## src/rtl/crc_stream_gen.sv

```systemverilog
// crc_stream_gen
//   Streaming multi-beat CRC engine. Takes a frame of DW-bit beats over a
//   valid/ready handshake, folds BPC bits per clock into a CW-bit Galois LFSR
//   (MSB-first, optional per-byte input reflection), then presents the
//   finalised CRC (optional full reflection, XOR mask) on a valid/ready output.
//
// Ports
//   clk        in   clock
//   rst_b      in   asynchronous active-low reset
//   clr        in   synchronous abort, highest priority
//   din        in   [DW-1:0] frame beat
//   din_valid  in   beat valid
//   din_last   in   beat closes the frame (sampled with din)
//   din_ready  out  engine accepts a beat this cycle
//   crc        out  [CW-1:0] finalised CRC, stable while crc_valid
//   crc_valid  out  CRC available
//   crc_ready  in   consumer takes the CRC
//
// state   | meaning
// --------+-----------------------------------------------------------
// S_IDLE  | no frame in progress, LFSR = INIT, ready for first beat
// S_WAIT  | mid-frame, waiting for the next beat, LFSR/counter frozen
// S_SHIFT | folding the captured beat into the LFSR, BPC bits per cycle
// S_OUT   | finalised CRC presented, waiting for crc_ready

module crc_stream_gen #(
  parameter int              DW     = 8,
  parameter int              CW     = 8,
  parameter logic [CW-1:0]   POLY   = CW'(8'h07),
  parameter logic [CW-1:0]   INIT   = '0,
  parameter int              BPC    = 1,
  parameter bit              REFIN  = 1'b0,
  parameter bit              REFOUT = 1'b0,
  parameter logic [CW-1:0]   XOROUT = '0
) (
  input  logic          clk,
  input  logic          rst_b,
  input  logic          clr,
  input  logic [DW-1:0] din,
  input  logic          din_valid,
  input  logic          din_last,
  output logic          din_ready,
  output logic [CW-1:0] crc,
  output logic          crc_valid,
  input  logic          crc_ready
);

  localparam int NSH  = DW / BPC;
  localparam int CNTW = $clog2(NSH) + 1;

  localparam logic [1:0] S_IDLE  = 2'd0;
  localparam logic [1:0] S_WAIT  = 2'd1;
  localparam logic [1:0] S_SHIFT = 2'd2;
  localparam logic [1:0] S_OUT   = 2'd3;

  logic [1:0]      r_state;
  logic [CW-1:0]   r_lfsr;
  logic [CW-1:0]   r_crc;
  logic [DW-1:0]   r_data;
  logic [CNTW-1:0] r_cnt;
  logic            r_last;

  logic [CW-1:0]   w_lfsr_sh;
  logic [DW-1:0]   w_data_sh;

  // Reverse the bit order inside every byte, keeping byte positions, so the
  // MSB-first shifter consumes each byte LSB-first.
  function automatic logic [DW-1:0] refl_bytes(input logic [DW-1:0] d);
    logic [DW-1:0] r;
    int            j;
    r = d;
    for (int i = 0; i < DW; i++) begin
      j = (i / 8) * 8 + 7 - (i % 8);
      if (j < DW) r[i] = d[j];
    end
    return r;
  endfunction

  function automatic logic [CW-1:0] finalise(input logic [CW-1:0] v);
    logic [CW-1:0] r;
    r = v;
    if (REFOUT) begin
      for (int i = 0; i < CW; i++) r[i] = v[CW-1-i];
    end
    return r ^ XOROUT;
  endfunction

  // BPC unrolled Galois steps; bits pushed above CW-1 fall off the shift.
  always_comb begin : p_shift
    logic fb;
    fb        = 1'b0;
    w_lfsr_sh = r_lfsr;
    w_data_sh = r_data;
    for (int i = 0; i < BPC; i++) begin
      fb        = w_data_sh[DW-1] ^ w_lfsr_sh[CW-1];
      w_lfsr_sh = (w_lfsr_sh << 1) ^ (POLY & {CW{fb}});
      w_data_sh = w_data_sh << 1;
    end
  end

  always_ff @(posedge clk or negedge rst_b) begin
    if (!rst_b) begin
      r_state <= S_IDLE;
      r_lfsr  <= INIT;
      r_crc   <= finalise(INIT);
      r_data  <= '0;
      r_cnt   <= '0;
      r_last  <= 1'b0;
    end else if (clr) begin
      r_state <= S_IDLE;
      r_lfsr  <= INIT;
      r_cnt   <= '0;
    end else begin
      case (r_state)
        S_IDLE, S_WAIT: begin
          if (din_valid) begin
            r_data  <= REFIN ? refl_bytes(din) : din;
            r_last  <= din_last;
            r_cnt   <= CNTW'(NSH);
            r_state <= S_SHIFT;
          end
        end
        S_SHIFT: begin
          r_lfsr <= w_lfsr_sh;
          r_data <= w_data_sh;
          r_cnt  <= r_cnt - CNTW'(1);
          if (r_cnt == CNTW'(1)) begin
            if (r_last) begin
              r_state <= S_OUT;
              // Finalise from the last shift so crc is valid with crc_valid.
              r_crc   <= finalise(w_lfsr_sh);
            end else begin
              r_state <= S_WAIT;
            end
          end
        end
        S_OUT: begin
          if (crc_ready) begin
            r_state <= S_IDLE;
            r_lfsr  <= INIT;
          end
        end
        default: r_state <= S_IDLE;
      endcase
    end
  end

  assign din_ready = (r_state == S_IDLE) || (r_state == S_WAIT);
  assign crc_valid = (r_state == S_OUT);
  assign crc       = r_crc;

endmodule
```

## config.mk

```make
export PLATFORM = sky130hd
export DESIGN_NAME = crc_stream_gen
export DESIGN_NICKNAME = d
export VERILOG_FILES = /design/src/rtl/crc_stream_gen.sv
export SDC_FILE = /design/constraint.sdc
export NUM_CORES = 1
export LEC_CHECK = 0
export BUFFER_PORTS_ARGS = -buffer_cell sky130_fd_sc_hd__buf_2
export CORE_AREA = 2 2 52 59
export DETAILED_ROUTE_END_ITERATION = 8
export DIE_AREA = 0 0 54 61
export PLACE_DENSITY = 0.75
export SLEW_MARGIN = 20
export SYNTH_ARGS = -nofsm -noshare
export SYNTH_HDL_FRONTEND = slang
export SYNTH_SLANG_ARGS = --single-unit
export TNS_END_PERCENT = 10
```

## constraint.sdc

```tcl
create_clock -name clk -period 3.2 [get_ports clk]
set_clock_uncertainty 0.05 [all_clocks]
set_input_delay 0.16 -clock clk [delete_from_list [all_inputs] [get_ports clk]]
set_output_delay 0.16 -clock clk [all_outputs]
set_load 0.02 [all_outputs]
```

==> summary.md, run 1 <==
| Metric | Value |
|---|---|
| Final Hold Viols | `0` |
| CP max stage delay | `580 ps` |
| Max-cap violations | `0` |
| Synth Register Bits | `31` |
| Cell Area, Synth | `1420 um2` |
| Cell row count | `20` |
| Sequential cell area fraction in the yosys report | `54.8%` |
| Total Routing Usage GR | `19.6%` |
| TritonCTS clock tree | `built` |
| Die Ht | `61 um` |
| Routed Antenna Nets | `0` |
| H-tree depth | `2` |
| WL per Instance | `14.1 um` |
| Min cycle time layout | `1830 ps` |
| Required time worst endpoint | `3410 ps` |
| Nets | `174` |
| Initial DRT Pass Iterations | `4` |
| Synth warn | `0` |
| IO Port Bufs | `23` |
| Vias per inst | `5.56` |
| Sinks on Clock Net | `31` |
| Syn Area/Cell | `10.7 um2` |
| Hold Path Class | `input pin to flop` |
| Post-route cell area | `1630 um2` |
| Starting Density | `52.4%` |
| Worst Setup SP | `r_state[1]` |
| Setup violators final | `0` |
| R2R Path Start | `r_state[1]` |
| Worst skew pair latency | `340 ps` |
| Drt initial violations | `34` |
| Area growth syn-to-layout | `15.0%` |
| FMAX | `0.547 GHz` |
| DP HPWL | `1.92 mm` |
| Vias in the first global route | `1,027` |
| Worst VDD drop | `356 uV` |
| Hold Crit Start | `din[2]` |
| Routed wire length | `2.72 mm` |
| GP Congestion | `0.723` |
| Worst Setup End Kind | `flop` |
| Slew @ Worst Pin | `677 ps` |
| Core Util, Final | `60.3%` |
| # diodes | `0` |
| Area of placed instances | `1540 um2` |
| Pin count of the biggest net entering global routing | `32` |
| Status | `completed` |
| Crit-path cells | `nand2b_1 > a21oi_2 > nor2_1 > a31oi_1` |
| Die Wd | `54 um` |
| # fillers | `257` |
| Remaining DRCs | `0` |
| Worst Setup Start Kind | `flop` |
| Post-CTS sizing | `0` |
| Pins Over Slew Limit | `0` |
| Clk pin slew, worst setup/hold paths | `90 ps` |
| Pwr dens | `571 nW/um2` |
| Num ports | `24` |
| GRT overflow | `0` |
| Synth unique cells | `29` |
| RSZ-0062 raised after global routing | `no` |
| Normalized max-slew margin | `54.8%` |
| CP max FO | `14` |
| DR vias | `1,067` |
| Most common cell after layout, fill and taps aside | `dfrtp_1` |
| Most frequent cells in the layout | `31 x dfrtp_1, 23 x buf_2, 21 x nand2_1` |
| Fin Setup TNS | `0 ps` |
| Fin crit share | `57.2%` |
| Cts bufs inserted | `5` |
| Syn_nets | `148` |
| P_leak | `0.771 nW` |
| Crit path DAT | `2040 ps` |
| Root buf cell | `clkbuf_4` |
| CP Class | `flop to flop` |
| Max clock buf depth | `2` |
| Synthesized instance count | `132` |
| Die ar. | `3290 um2` |
| Slowest CP cell | `dfrtp_1` |
| First-pass GRT wire length | `4.42 mm` |
| Initial antenna violation count | `0` |
| Area of the core | `2700 um2` |
| Fraction of layout cells with a size suffix above 1 | `26.4%` |
-- cell families (layout without fill, tap and decap cells) --
logic type	Yosys count	count (layout)	synth area share (%)
AOI/OAI and AO/OA	30	30	14.8
xor gates and xnor gates	4	4	2.47
adders and majority gates	2	2	1.77
buffers and inverters	11	38	3.62
DFF	31	31	54.8
muxes	7	7	5.57
and+or+nand+nor	47	47	17.0
-- area by class of cell --
class	count	area, um2	area share (%)
Inverter	5	18.8	1.15
Multi-Input combinational cell	90	589	36.2
Tap cell	33	41.3	2.53
Timing Repair Buffer	25	135	8.29
Sequential cell	31	776	47.6
Clock buffer	8	68.8	4.22
-- through the flow --
step	setup slack, ps	hold slack (ps)	total power, mW	std cells
after floorplan	1650	-186	0.620	132
after global placement	1480	176	0.664	182
after detailed placement	1390	191	0.676	182
after CTS	1370	9.18	0.937	192
after global routing	1140	35.1	0.984	192
final	1370	14.2	0.930	192
-- worst paths after layout --
check	to	slack, ps	depth (start not counted)
min in group asynchronous	r_state[1]	330	2
max reg2reg	r_data[1]	1370	4
max in group asynchronous	r_data[4]	2330	2
max	r_data[1]	1370	4
min	r_data[2]	10	3
min reg2reg	crc[6]	450	2
-- cell usage after synthesis (all sizes together) --
cell / n / share of area, %
a311oi: 2 / 1.2
nand2: 21 / 5.6
dfrtp: 31 / 55
and3: 1 / 0.44
nor3b: 3 / 2.4
inv: 5 / 1.3
a21oi: 7 / 3.0
a31oi: 7 / 3.1
nand2b: 6 / 2.7
o211ai: 1 / 0.53
or2: 1 / 0.44
and2: 1 / 0.44
o21ai: 3 / 1.1
nor2b: 1 / 0.44
a22o: 6 / 3.7
mux2: 7 / 5.6
nor2: 10 / 2.7
o31ai: 2 / 1.1
o22a: 1 / 0.62
buf: 4 / 1.8
nor3: 2 / 0.71
a211oi: 1 / 0.53
nand3: 1 / 1.2
xnor2: 4 / 2.5
ha: 2 / 1.8
clkbuf: 2 / 0.53
-- power breakdown --
group          internal (mW)  switching (mW)
clock                  0.129           0.133
sequential             0.445          0.0396
combinational         0.0791           0.105
-- routing by layer --
layer  share of wire, %  GRT usage [%]
met5                  0              0
met4                2.7           13.9
met3                4.5           4.43
met2                 49           32.6
met1                 44           22.0
-- state kept, by name, summed over array words and instances (netlist names) --
| register | cells |
|---|---|
| r_cnt | 4 |
| r_lfsr | 8 |
| r_state | 2 |
| crc | 8 |
| r_data | 8 |
| r_last | 1 |
-- worst max-delay path, delay by kind of cell, from the launching register on --
family	cells	cell delay (ps)
compound gates	2	710
flops	1	580
simple gates	2	410
-- repair_timing --
action / 4_1_cts / 5_1_grt
hold endpoints to repair: 32 / 0
hold buffers: 2 / 0
buffers inserted: 0 / 0
No activity file was read; power rests on OpenSTA's default activity.
==> run 2: changes to the inputs <==
--- a/config.mk
+++ b/config.mk
@@ -5,11 +5,12 @@
 export SDC_FILE = /design/constraint.sdc
 export NUM_CORES = 1
 export LEC_CHECK = 0
+export ABC_AREA = 1
 export BUFFER_PORTS_ARGS = -buffer_cell sky130_fd_sc_hd__buf_2
-export CORE_AREA = 2 2 52 59
+export CORE_AREA = 2 2 56 63
 export DETAILED_ROUTE_END_ITERATION = 8
-export DIE_AREA = 0 0 54 61
-export PLACE_DENSITY = 0.75
+export DIE_AREA = 0 0 58 65
+export PLACE_DENSITY = 0.72
 export SLEW_MARGIN = 20
 export SYNTH_ARGS = -nofsm -noshare
 export SYNTH_HDL_FRONTEND = slang
==> constraint.sdc (replaced) <==
create_clock -name clk -period 1.5 [get_ports clk]
set_clock_uncertainty 0.05 [all_clocks]
set_input_delay 0.075 -clock clk [delete_from_list [all_inputs] [get_ports clk]]
set_output_delay 0.075 -clock clk [all_outputs]
set_load 0.02 [all_outputs]
==> run 2 against run 1 <==
Non-clock buffer count increased by 6. Sequential power rose to 2.6 times the previous value. Worst setup slack got worse by 1200 ps. Critical endpoint is now r_data[7]. Maximum frequency rose by 35%. Sequential share of layout area is 3.7 points lower. Synthesized cell count up 40%. First-iteration DRC count is 59% higher. Synthesized area up 6.6%. Wire length up 6.0%. Die area up 14%.
==> summary.md, run 2 <==
| Metric | Value |
|---|---|
| Total Routing Usage GR | `18.7% (-0.87 points)` |
| Area of the core | `3190 um2 (+18%)` |
| TritonCTS clock tree | `built` |
| Synth top cells by count | `64 x nand2_1, 31 x dfrtp_1, 27 x inv_1` |
| Synth top area cells | `dfrtp_1 51%, nand2_1 16%, inv_1 6.7%, o21ai_0 5.6%, o21ai_1 4.6%` |
| Status | `completed` |
| Min cycle time layout | `1350 ps (-479 ps)` |
| CP max FO | `17 (+3)` |
| Starting Density | `47.3% (-5.1 points)` |
| H-tree depth | `2 (unchanged)` |
| # diodes | `0 (unchanged)` |
| Hold endpoint | `r_data[2]` |
| Worst Setup End Kind | `flop` |
| Fin cells | `257 (+34%)` |
| Crit-path cells | `inv_1 > nand2_4 > nor2_4 > inv_4 > nand2_8 > nand2_1 > o21ai_1` |
| Area share of the largest cell type after synthesis | `51.4% (-3.4 points)` |
| Fin crit share | `90.0% (+33 points)` |
| Crit path DAT | `1560 ps (-480 ps)` |
| Most common cell after layout, fill and taps aside | `nand2_1` |
| Slew @ Worst Pin | `687 ps (+10.5 ps)` |
| Pin count of the biggest net entering global routing | `32 (unchanged)` |
| Cell taking the most area after synthesis | `dfrtp_1` |
| Area growth syn-to-layout | `17.1%` |
| First-pass GRT wire length | `5.27 mm (+19%)` |
| Cell Area, Synth | `1510 um2 (+6.6%)` |
| Logic pwr share | `40.0% (+20 points)` |
| Die Ht | `65 um (+6.6%)` |
| Reg2Reg Setup Slack | `150 ps (-1220 ps)` |
| IO Port Bufs | `23 (unchanged)` |
| Slowest CP cell | `dfrtp_1` |
| DP HPWL | `2.08 mm (+8.3%)` |
| Sequential cell area fraction in the yosys report | `51.4% (-3.4 points)` |
| Die ar. | `3770 um2 (+14%)` |
| Worst skew pair latency | `340 ps (about the same)` |
| Synthesized instance count | `185 (+40%)` |
| Syn Area/Cell | `8.16 um2 (-24%)` |
| # fillers | `300 (+17%)` |
| Routed wire length | `2.88 mm (+6.0%)` |
| Most frequent cells in the layout | `64 x nand2_1, 31 x dfrtp_1, 27 x inv_1` |
| Synth unique cells | `23 (-21%)` |
| Synth warn | `0 (unchanged)` |
| Cts bufs inserted | `5 (unchanged)` |
| Clock share of power | `16.6% (-12 points)` |
| WL per Instance | `11.2 um (-21%)` |
| GRT overflow | `0 (unchanged)` |
| Normalized max-slew margin | `54.2% (-0.61 points)` |
| Pwr dens | `1610 nW/um2 (+180%)` |
| CP max stage delay | `420 ps (-160 ps)` |
| Dpl ws | `175 ps (-1210 ps)` |
| Cell row count | `22 (+10%)` |
| Clk pin slew, worst setup/hold paths | `100 ps (about the same)` |
| Max clock buf depth | `2 (unchanged)` |
| Final WS setup | `149 ps (-1220 ps)` |
| Pins Over Slew Limit | `0 (unchanged)` |
| Syn_nets | `201 (+36%)` |
| Most numerous cell in the Yosys netlist | `nand2_1` |
| Worst Hold Path Cells | `5 (+2)` |
| Synth Register Bits | `31 (unchanged)` |
| R2R Path Start | `r_state[0]` |
| Worst Path Buf+Inv | `2 (+2)` |
| Initial antenna violation count | `0 (unchanged)` |
| Post-synth EDFFs | `0 (unchanged)` |
| Internal | `1.66 mW (+150%)` |
| Dpl cells | `243 (+34%)` |
| Routed Antenna Nets | `0 (unchanged)` |
| Num ports | `24 (unchanged)` |
| Worst VDD drop | `956 uV (+170%)` |
| Initial DRT Pass Iterations | `4 (unchanged)` |
| Top delay family on crit path | `simple AND/OR/NAND/NOR gates` |
| GP Congestion | `0.772 (+6.8%)` |
| Min Hold Slack | `9.16 ps (-5.04 ps)` |
| Synth async-reset ratio | `100% (unchanged)` |
| Setup violators final | `0 (unchanged)` |
| Synth Flop Type | `dfrtp_1` |
| Fin Setup TNS | `0 ps (unchanged)` |
| Switching Share | `41.6% (+12 points)` |
| Post-CTS setup buffer count | `0 (unchanged)` |
| Vias in the first global route | `1,179 (+15%)` |
| Nets | `236 (+36%)` |
| Required time worst endpoint | `1710 ps (-1700 ps)` |
| CP Class | `flop to flop` |
| P_leak | `0.935 nW (+21%)` |
| Die Wd | `58 um (+7.4%)` |
| Fraction of layout cells with a size suffix above 1 | `19.5% (-7.0 points)` |
| Drt initial violations | `54 (+59%)` |
| DR vias | `1,222 (+15%)` |
| FMAX | `0.740 GHz (+35%)` |
| Max-cap violations | `0 (unchanged)` |
| Worst reg2reg path endpoint | `r_data[7]` |
| Root buf cell | `clkbuf_4` |
| Sinks on Clock Net | `31 (unchanged)` |
| NetSw | `1.18 mW (+330%)` |
| R2r worst-path depth | `7 (+3)` |
| RSZ-0062 raised after global routing | `no` |
| Final Total Pwr | `2.84 mW (+210%)` |
| Hold Path Class | `input pin to flop` |
| Vias per inst | `4.75 (-14%)` |
| Worst Setup Start Kind | `flop` |
| Reg power frac | `43.4% (-8.7 points)` |
| Final Hold Viols | `0 (unchanged)` |
| Remaining DRCs | `0 (unchanged)` |
| Hold Crit Start | `din[2]` |
-- run 2: repair_timing --
item,in CTS,in global routing
hold buffers,6,0
resized for setup,0,0
hold endpoints to repair,35,0
-- run 2: power by group through the flow --
stage	sequential, mW	clock (mW)	combinational [mW]
after CTS	1.23	0.493	1.15
after global placement	1.24	0	1.11
after floorplan	1.28	0	0.840
after global routing	1.27	0.524	1.34
final	1.24	0.472	1.14
after detailed placement	1.25	0	1.13
-- run 2: worst reg2reg max path, delay by kind of cell (launching register included) --
family	cells	cell delay [ps]
AO/OA/AOI/OAI	1	70
buffers and inverters	2	220
flip-flops	1	420
AND/OR/NAND/NOR	4	510
-- run 2: worst max-delay path by stage --
stage / from / to / slack, ps / cells past startpoint
3_3_place_gp: r_state[1] / r_cnt[3] / 180 / 5
2_1_floorplan: r_state[1] / r_data[5] / 290 / 6
6_report: r_state[0] / r_data[7] / 150 / 7
4_1_cts: r_state[0] / r_data[7] / 150 / 7
5_1_grt: r_state[0] / r_data[7] / 2 / 7
3_5_place_dp: r_state[0] / r_data[7] / 180 / 7
-- run 2: stage by stage --
stage,utilization [%],cell area (um2)
floorplan,-,1510
global placement,51.8,1660
detailed placement,51.8,1660
CTS,55.4,1770
global route,55.4,1770
finish,55.4,1770
-- run 2: metal layers --
metal | up-vias | routed length [um] | track usage [%]
met5 | - | 0 | 0
met4 | 0 | 74 | 8.72
met3 | 9 | 139 | 5.79
met2 | 26 | 1350 | 30.3
met1 | 542 | 1320 | 22.6
li1 | 645 | - | -
-- run 2: cells by family (layout without fill, tap and decap cells) --
family          after synthesis  count (layout)  share of synthesized area (%)
buf+inv                      32              68                           9.36
compound gates               34              34                           11.7
simple gates                 85              85                           25.4
fa+ha+maj                     2               2                           1.66
flops                        31              31                           51.4
xor+xnor                      1               1                          0.580
-- run 2: final cells by class --
cell class | count | area, um2 | share of cell area, %
Tap cell | 36 | 45.0 | 2.55
Sequential cell | 31 | 776 | 43.9
Clock buffer | 5 | 37.5 | 2.12
Inverter | 29 | 111 | 6.30
Timing Repair Buffer | 31 | 190 | 10.8
Multi-Input combinational cell | 122 | 593 | 33.5
Clock inverter | 3 | 15.0 | 0.849
==> run 3: changes to the inputs <==
--- a/config.mk
+++ b/config.mk
@@ -7,10 +7,12 @@
 export LEC_CHECK = 0
 export ABC_AREA = 1
 export BUFFER_PORTS_ARGS = -buffer_cell sky130_fd_sc_hd__buf_2
-export CORE_AREA = 2 2 56 63
+export CORE_AREA = 2 2 58 65
+export CTS_BUF_LIST = sky130_fd_sc_hd__clkbuf_8
 export DETAILED_ROUTE_END_ITERATION = 8
-export DIE_AREA = 0 0 58 65
-export PLACE_DENSITY = 0.72
+export DIE_AREA = 0 0 60 67
+export PLACE_DENSITY = 0.68
+export REMOVE_ABC_BUFFERS = 1
 export SLEW_MARGIN = 20
 export SYNTH_ARGS = -nofsm -noshare
 export SYNTH_HDL_FRONTEND = slang
==> run 3 against run 2 <==
Register-to-register slack better by 50 ps. Core utilization fell by 1.9 points. Critical path depth did not move. Non-clock buffer count shrank 4. Critical path type unchanged. Critical endpoint is now crc[5].
==> summary.md, run 3 (synthesized netlist as in run 2, its figures left out) <==
| Metric | Value |
|---|---|
| Status | `completed` |
| Min cycle time layout | `1300 ps (-46.6 ps)` |
| Vias per inst | `4.54 (-4.4%)` |
| Setup violators final | `0 (unchanged)` |
| GP Congestion | `0.770 (-0.28%)` |
| Starting Density | `45.3% (-2.0 points)` |
| Crit-path cells | `inv_1 > nand2_4 > nor2_1 > nand2_1 > buf_4 > nand2_1 > o21ai_1` |
| # fillers | `328 (+9.3%)` |
| Final Hold Viols | `0 (unchanged)` |
| DR vias | `1,204 (-1.5%)` |
| IO Port Bufs | `23 (unchanged)` |
| Drt initial violations | `59 (+9.3%)` |
| Hold Path Class | `input pin to flop` |
| Die Ht | `67 um (+3.1%)` |
| GRT met1 Usage | `19.4% (-3.2 points)` |
| Cts bufs inserted | `5 (unchanged)` |
| Die ar. | `4020 um2 (+6.6%)` |
| Cell row count | `22 (unchanged)` |
| Nets | `232 (-1.7%)` |
| Pins Over Slew Limit | `0 (unchanged)` |
| Max-cap violations | `0 (unchanged)` |
| Worst skew pair latency | `280 ps (-60 ps)` |
| Sinks on Clock Net | `31 (unchanged)` |
| CP max FO | `17 (unchanged)` |
| Post-route cell area | `1780 um2 (+0.71%)` |
| CP Class | `flop to flop` |
| Core Util, Final | `53.5% (-1.9 points)` |
| Worst VDD drop | `814 uV (-15%)` |
| Die Wd | `60 um (+3.4%)` |
| WL per Instance | `10.2 um (-8.6%)` |
| Initial antenna violation count | `0 (unchanged)` |
| Pwr dens | `1680 nW/um2 (+4.2%)` |
| Pin count of the biggest net entering global routing | `32 (unchanged)` |
| Hold endpoint | `r_data[0]` |
| Worst Setup End Kind | `flop` |
| Area of the core | `3330 um2 (+4.3%)` |
| Post-CTS setup buffer count | `0 (unchanged)` |
| Total Routing Usage GR | `16.1% (-2.6 points)` |
| Fraction of layout cells with a size suffix above 1 | `20.3% (+0.82 points)` |
| CP max stage delay | `410 ps (about the same)` |
| Most frequent cells in the layout | `64 x nand2_1, 30 x dfrtp_1, 27 x inv_1` |
| Area growth syn-to-layout | `17.9%` |
| Grt met2 use | `25.7% (-4.6 points)` |
| Clk pin slew, worst setup/hold paths | `70 ps (-30 ps)` |
| Root buf cell | `clkbuf_8` |
| TritonCTS clock tree | `built` |
| Area of placed instances | `1660 um2 (+0.45%)` |
| Max clock buf depth | `2 (unchanged)` |
| Register area | `777 um2 (+0.16%)` |
| Critical Path Most Common Cell | `nand2_1` |
| P_leak | `0.930 nW (-0.53%)` |
| GRT overflow | `0 (unchanged)` |
| # diodes | `0 (unchanged)` |
| Routed wire length | `2.71 mm (-5.8%)` |
| Worst reg2reg path endpoint | `crc[5]` |
| Initial DRT Pass Iterations | `4 (unchanged)` |
| R2r worst-path depth | `7 (unchanged)` |
| H-tree depth | `2 (unchanged)` |
| Slowest CP cell | `dfrtp_1` |
| Fin crit share | `86.9% (-3.1 points)` |
| Area of the multi-input gates | `596 um2 (+0.42%)` |
| Remaining DRCs | `0 (unchanged)` |
| Required time worst endpoint | `1630 ps (-80 ps)` |
| Normalized max-slew margin | `55.3% (+1.1 points)` |
| Most common cell after layout, fill and taps aside | `nand2_1` |
| Fin Setup TNS | `0 ps (unchanged)` |
| Top Usage Layer GRT | `met2` |
| FMAX | `0.767 GHz (+3.6%)` |
| Worst Hold Path Cells | `3 (-2)` |
| DP HPWL | `2.00 mm (-4.0%)` |
| Vias in the first global route | `1,064 (-9.8%)` |
| Worst Setup Start Kind | `flop` |
| Num ports | `24 (unchanged)` |
| Crit path DAT | `1430 ps (-130 ps)` |
| RSZ-0062 raised after global routing | `no` |
| Met3 Usage GRT | `5.24% (-0.55 points)` |
| First-pass GRT wire length | `4.73 mm (-10%)` |
| Routed Antenna Nets | `0 (unchanged)` |
| R2R Path Start | `r_state[0]` |
| Hold Crit Start | `din_valid` |
| Reg2Reg Setup Slack | `200 ps (+50 ps)` |
| Slew @ Worst Pin | `670 ps (-17.0 ps)` |
==> run 3: cell count changes in the layout (fill, tap and decap cells not counted), sizes merged <==
cell	before	now
buf	25	24
dlygate4sd3	6	3
==> run 3: report_power, final <==
part	internal, mW	leakage (nW)	switching [mW]
registers	1.09	0.409	0.157
clock network	0.317	0.0477	0.317
logic	0.396	0.473	0.710
==> run 3: critical path: cells and delay by family, from the launching register on <==
kind | cells | cell delay (ps)
simple gates | 4 | 390
flops | 1 | 410
buf+inv | 2 | 300
compound gates | 1 | 50
==> run 3: layout make-up <==
| type | count | share of cell area [%] |
|---|---|---|
| Timing Repair Buffer | 27 | 8.57 |
| Clock buffer | 5 | 3.87 |
| Multi-Input combinational cell | 122 | 33.5 |
| Inverter | 29 | 6.25 |
| Clock inverter | 3 | 0.843 |
| Tap cell | 48 | 3.37 |
| Sequential cell | 31 | 43.6 |
==> run 3: layer usage <==
metal  up-vias  share of wire [%]  wire length [um]
li1        639                  -                 -
met1       536                 49              1320
met2        25                 46              1240
met3         4                3.9               107
met4         0                1.7                45
met5         -                  0                 0
==> run 3: what timing repair did <==
action | CTS | global route
hold endpoints to repair | 33 | 0
endpoints found under the setup margin | 0 | 2
resized for setup | 0 | 2
hold buffers | 3 | 0
==> run 3: how the worst max path moves through the flow <==
stage / slack [ps] / endpoint / from
finish: 200 / crc[5] / r_state[0]
CTS: 140 / r_cnt[1] / r_state[1]
detailed placement: 150 / r_cnt[2] / r_state[1]
global route: 10 / crc[3] / r_state[0]
floorplan: 180 / crc[1] / r_cnt[0]
global placement: 160 / r_cnt[1] / r_state[1]
==> run 3: per-stage QoR <==
step	cells	power [mW]	setup slack (ps)	hold WS, ps
after detailed placement	254	2.37	146	109
after global routing	265	3.26	12.2	37.3
after global placement	254	2.35	160	99.3
final	265	2.98	196	26.0
after CTS	265	3.01	142	18.4
after floorplan	182	2.08	175	-271
